**src/rtl/pipeline_stage_tracker.sv**
```systemverilog
// Per-stage op/func tracker for a five-stage pipeline (IF, DEC, EX, ME, WB).
// Bubbles are inserted for load-use hazards and taken branch/JAL flushes; also drives PC hold.
module pipeline_stage_tracker #(
    parameter int unsigned     IW          = 32,
    parameter int unsigned     OPW         = 4,
    parameter int unsigned     RW          = 4,
    parameter logic [OPW-1:0]  BUBBLE_OP   = 4'b0010,
    parameter logic [OPW-1:0]  BUBBLE_FUNC = 4'b0011
) (
    input  logic           clk,
    input  logic           reset,
    input  logic [IW-1:0]  instr_in,
    input  logic           instr_valid,
    input  logic           br_taken,
    output logic           stall_out,
    output logic [OPW-1:0] IF_op,
    output logic [OPW-1:0] IF_func,
    output logic [OPW-1:0] DEC_op,
    output logic [OPW-1:0] DEC_func,
    output logic [OPW-1:0] EX_op,
    output logic [OPW-1:0] EX_func,
    output logic [OPW-1:0] ME_op,
    output logic [OPW-1:0] ME_func,
    output logic [OPW-1:0] WB_op,
    output logic [OPW-1:0] WB_func,
    output logic [RW-1:0]  EX_rd
);

    localparam int unsigned FUNC_MSB = IW - OPW - 1;
    localparam int unsigned RD_MSB   = FUNC_MSB - OPW;
    localparam int unsigned RS1_MSB  = RD_MSB - RW;
    localparam int unsigned RS2_MSB  = RS1_MSB - RW;
    localparam int unsigned USED_LSB = RS2_MSB - RW + 1;

    localparam logic [OPW-1:0] LW_OP     = OPW'(4'b0111);
    localparam logic [OPW-1:0] BRANCH_OP = OPW'(4'b0010);
    localparam logic [OPW-1:0] JAL_OP    = OPW'(4'b0110);

    typedef struct packed {
        logic [OPW-1:0] op;
        logic [OPW-1:0] func;
        logic [RW-1:0]  rd;
        logic [RW-1:0]  rs1;
        logic [RW-1:0]  rs2;
        logic           valid;
    } stage_t;

    localparam stage_t BUBBLE = '{op: BUBBLE_OP, func: BUBBLE_FUNC,
                                  rd: '0, rs1: '0, rs2: '0, valid: 1'b0};

    stage_t r_if;
    stage_t r_dec;
    stage_t r_ex;
    stage_t r_me;
    stage_t r_wb;

    stage_t w_fetch;
    logic   w_load_use;
    logic   w_flush;
    logic   w_unused_bits;

    // Decode the incoming word; an invalid fetch becomes a bubble
    always_comb begin
        w_fetch = BUBBLE;
        if (instr_valid) begin
            w_fetch.op    = instr_in[IW-1 -: OPW];
            w_fetch.func  = instr_in[FUNC_MSB -: OPW];
            w_fetch.rd    = instr_in[RD_MSB -: RW];
            w_fetch.rs1   = instr_in[RS1_MSB -: RW];
            w_fetch.rs2   = instr_in[RS2_MSB -: RW];
            w_fetch.valid = 1'b1;
        end
    end

    assign w_unused_bits = &{1'b0, instr_in[USED_LSB-1:0]};

    // Both source fields are compared regardless of op; over-stalling is acceptable
    assign w_load_use = r_ex.valid && (r_ex.op == LW_OP) && r_dec.valid &&
                        ((r_ex.rd == r_dec.rs1) || (r_ex.rd == r_dec.rs2));

    assign w_flush = br_taken && r_ex.valid &&
                     ((r_ex.op == BRANCH_OP) || (r_ex.op == JAL_OP));

    assign stall_out = w_load_use && !w_flush && !reset;

    // Stage advance: reset > flush > load-use stall > normal shift
    always_ff @(posedge clk) begin
        if (reset) begin
            r_if  <= BUBBLE;
            r_dec <= BUBBLE;
            r_ex  <= BUBBLE;
            r_me  <= BUBBLE;
            r_wb  <= BUBBLE;
        end else if (w_flush) begin
            r_if  <= BUBBLE;
            r_dec <= BUBBLE;
            r_ex  <= BUBBLE;
            r_me  <= r_ex;
            r_wb  <= r_me;
        end else if (w_load_use) begin
            r_ex  <= BUBBLE;
            r_me  <= r_ex;
            r_wb  <= r_me;
        end else begin
            r_if  <= w_fetch;
            r_dec <= r_if;
            r_ex  <= r_dec;
            r_me  <= r_ex;
            r_wb  <= r_me;
        end
    end

    assign IF_op    = r_if.op;
    assign IF_func  = r_if.func;
    assign DEC_op   = r_dec.op;
    assign DEC_func = r_dec.func;
    assign EX_op    = r_ex.op;
    assign EX_func  = r_ex.func;
    assign ME_op    = r_me.op;
    assign ME_func  = r_me.func;
    assign WB_op    = r_wb.op;
    assign WB_func  = r_wb.func;
    assign EX_rd    = r_ex.rd;

endmodule

```
**config.mk**
```make
export PLATFORM = sky130hd
export DESIGN_NAME = pipeline_stage_tracker
export DESIGN_NICKNAME = d
export VERILOG_FILES = /design/src/rtl/pipeline_stage_tracker.sv
export SDC_FILE = /design/constraint.sdc
export NUM_CORES = 1
export LEC_CHECK = 0
export ABC_CLOCK_PERIOD_IN_PS = 1920
export CORE_UTILIZATION = 40
export CTS_CLUSTER_DIAMETER = 100
export DETAILED_ROUTE_END_ITERATION = 7
export PLACE_DENSITY = 0.7
export SLEW_MARGIN = 20
export SYNTH_ARGS = -nofsm -noshare
export SYNTH_HDL_FRONTEND = slang
export SYNTH_SLANG_ARGS = --single-unit
```
**constraint.sdc**
```tcl
create_clock -name clk -period 1.92 [get_ports clk]
set_input_delay 0.288 -clock clk [delete_from_list [all_inputs] [get_ports clk]]
set_output_delay 0.288 -clock clk [all_outputs]
set_load 0.02 [all_outputs]
```
==> metrics.md <==
| Metric | Value |
|---|---|
| Outcome | finished, final reports clean |
| Global route hottest layer | met2 |
| Layout Nets | 314 |
| I/O pin cnt | 81 |
| # diodes | 0 |
| Hold_buf cts | 0 |
| Total negative slack | 0 ns |
| Antenna violations before repair | 0 |
| Vias/cell | 5.11 |
| Die ar. | 0.00687 mm^2 |
| Syn Std Cell Area | 0.00262 mm^2 |
| Area growth, synth to finish | 32.4% |
| Async S/R FF share, synth | 0 |
| Met1 Use GR | 0.189 |
| Synth top area cells | dfxtp_1 54%, buf_4 8.9%, a32o_1 6.9%, o2bb2ai_1 5.7%, nand3_1 3.3% |
| P_leak | 1.34 nW |
| Initial DRC Count | 77 |
| Post-Syn Instances | 229 |
| Yosys warnings | 0 |
| Top-area cell type share of the netlist area | 0.543 |
| Fin. Hold Viols | 0 |
| Cell taking the most area after synthesis | dfxtp_1 |
| Total number of vias | 1,838 |
| Worst path most repeated cell | nor2_1 |
| Final setup violation count | 0 |
| Commonest cells in the netlist | 71 x dfxtp_1, 31 x buf_4, 18 x a32o_1 |
| Final estimated routing congestion in global placement | 0.688 |
| Mapped Avg Cell Area | 11.4 um^2 |
| Wire length per cell | 13.6 um |
| Max stage delay on crit path | 0.34 ns |
| Vias in the first global route | 1,672 |
| Hold/Removal Path Class | reg -> reg |
| Die height | 82.9 um |
| Storage cell area | 0.00143 mm^2 |
| Core box area | 0.00631 mm^2 |
| HPWL Detailed | 3310 um |
| Post-route minimum period | 1.80 ns |
| Max Slew Vio Count | 0 |
| Horiz. Die Dim | 82.9 um |
| Crit-path cells | xor2_2, nor4_4, nor2_1, nor2_1, buf_4 |
| GRT Resource Usage Total | 0.151 |
| Clock buffer depth | 2 |
| R2r setup slk | 0.18 ns |
| Initial core utilization | 0.414 |
| Worst Path Required | 1.63 ns |
| RSZ-0062 raised after global routing | true |
| Cell Rows | 29 |
| Max VDD drop | 0.529 mV |
| Footprint of the multi-input gates | 907 um^2 |
| Grt ovf | 0 |
| Largest net degree at the start of global routing | 36 |
| Slew HR | 0.803 |
| CTS tree | built |
| # fillers | 557 |
| Synth cell types | 28 |
| DRT Pass-1 Iters | 4 |
| CP Launch Type | register |
| Clock sinks | 71 |
| GR Layer Usage met2 | 0.230 |
| Post-CTS setup buffer count | 0 |
| Max cap viols | 0 |
| CP max-delay cell | dfxtp_2 |
| Root buf cell | clkbuf_8 |
| Worst setup EP type | output port |
| Worst-Margin Slew | 0.295 ns |
| Clk_lat worst skew | 0.35 ns |
| Arrival @ worst endpoint | 1.51 ns |
| Layout cells sized above 1 | 0.166 |
| Number of synthesized register bits | 71 |
| Post-synth top flop | dfxtp_1 |
| Seq/Total Area, Yosys | 0.543 |
| FMAX | 555 MHz |
| WL final | 4880 um |
| Fin crit share | 0.938 |
| Final cell count without fillers | 360 |
| Post-DRT Antenna Nets | 0 |
| Number of remaining DRC errors | 0 |
| CP Max Fanout | 2 |
| Pwr Density | 857 mW/mm^2 |
| Placed Instances | 344 |
| Number of synthesized flops with an enable pin | 0 |
| TritonCTS Buffers | 9 |
| Port Buf Inserts | 68 |
| Post-Route Skew | 0.00689 ns |
| Most frequent cell after synthesis | dfxtp_1 |
| Met3 usage | 0.0527 |
| First-pass GRT wire length | 8100 um |
| Crit Path Category | reg -> out |
| Clk slew on worst S/H paths | 0.08 ns |
| H-Tree Depth | 3 |
| Syn nets | 265 |
-- through the flow --
stage / setup slack (ns) / power, mW / cell area [um^2] / util / hold slack [ns]
4_1_cts: 0.0592 / 3.01 / 3450 / 0.546 / 0.443
3_5_place_dp: -0.0940 / 1.80 / 3240 / 0.514 / 0.424
2_1_floorplan: 0.326 / 1.69 / 2620 / - / 0.360
3_3_place_gp: -0.0848 / 1.80 / 3240 / 0.514 / 0.424
6_report: 0.119 / 2.97 / 3460 / 0.549 / 0.439
5_1_grt: -0.0168 / 3.09 / 3460 / 0.549 / 0.460
-- report_power, final --
group / internal [mW] / switching (mW) / leakage [nW]
registers: 1.51 / 0.0236 / 0.580
clock network: 0.641 / 0.561 / 0.103
logic: 0.130 / 0.102 / 0.658
-- state kept, by name, summed over array words and instances (netlist names) --
register / cells
ME_func: 4
r_if: 13
EX_rd: 4
r_ex: 1
WB_func: 4
DEC_op: 4
DEC_func: 4
EX_op: 4
EX_func: 4
IF_func: 4
IF_op: 4
r_dec: 13
WB_op: 4
ME_op: 4
-- worst paths after layout --
kind,startpoint,endpoint,cells after the start
setup / recovery,r_dec[6],stall_out,5
hold / removal,EX_func[1],ME_func[1],1
setup reg to reg,r_dec[6],IF_op[2],6
hold reg to reg,EX_func[1],ME_func[1],1
-- metal layers --
layer | routed length [um] | vias up | share of wire
li1 | - | 910 | -
met1 | 2250 | 856 | 0.46
met2 | 2240 | 61 | 0.46
met3 | 303 | 11 | 0.062
met4 | 93 | 0 | 0.019
met5 | 0 | - | 0
-- cell type report --
cell class                      count  area share
Clock buffer                       10      0.0397
Clock inverter                      6      0.0199
Inverter                            1     0.00108
Multi-Input combinational cell    113       0.262
Sequential cell                    71       0.411
Tap cell                           77      0.0278
Timing Repair Buffer               82       0.238
-- cell usage in the layout (no fill, tap or decap), types with 2 or more instances in the layout --
| cell | instances |
|---|---|
| dfxtp_1 | 68 |
| clkdlybuf4s50_1 | 67 |
| a32o_1 | 18 |
| nand3_1 | 17 |
| o2bb2ai_1 | 17 |
| and3_1 | 11 |
| buf_4 | 11 |
| clkbuf_8 | 10 |
| nor2b_1 | 9 |
| xor2_1 | 7 |
| or2_2 | 6 |
| dfxtp_2 | 3 |
| nor2_1 | 3 |
| o32a_1 | 3 |
| or3_1 | 3 |
| nand3b_1 | 3 |
| o22a_1 | 3 |
| buf_12 | 3 |
| nor4_4 | 2 |
| nand2_1 | 2 |
| clkinv_4 | 2 |
-- logic make-up after synthesis --
logic type	synth area share
buf+inv	0.119
simple gates	0.140
compound gates	0.172
xor+xnor	0.0268
flops	0.543
-- repair_timing --
| action | in CTS | in global routing |
|---|---|---|
| endpoints found under the setup margin | 1 | 4 |
| gates cloned | 0 | 0 |
| gates resized for setup | 4 | 6 |
| endpoints found under the hold margin | 0 | 0 |
| pin swaps | 0 | 1 |
-- worst max-delay path: cells and delay by family, from the launching register on --
kind,cells,cell delay (ns)
xor gates and xnor gates,1,0.18
buffers and inverters,1,0.15
DFF,1,0.34
and+or+nand+nor,3,0.50
No activity file was read; power rests on OpenSTA's default activity.
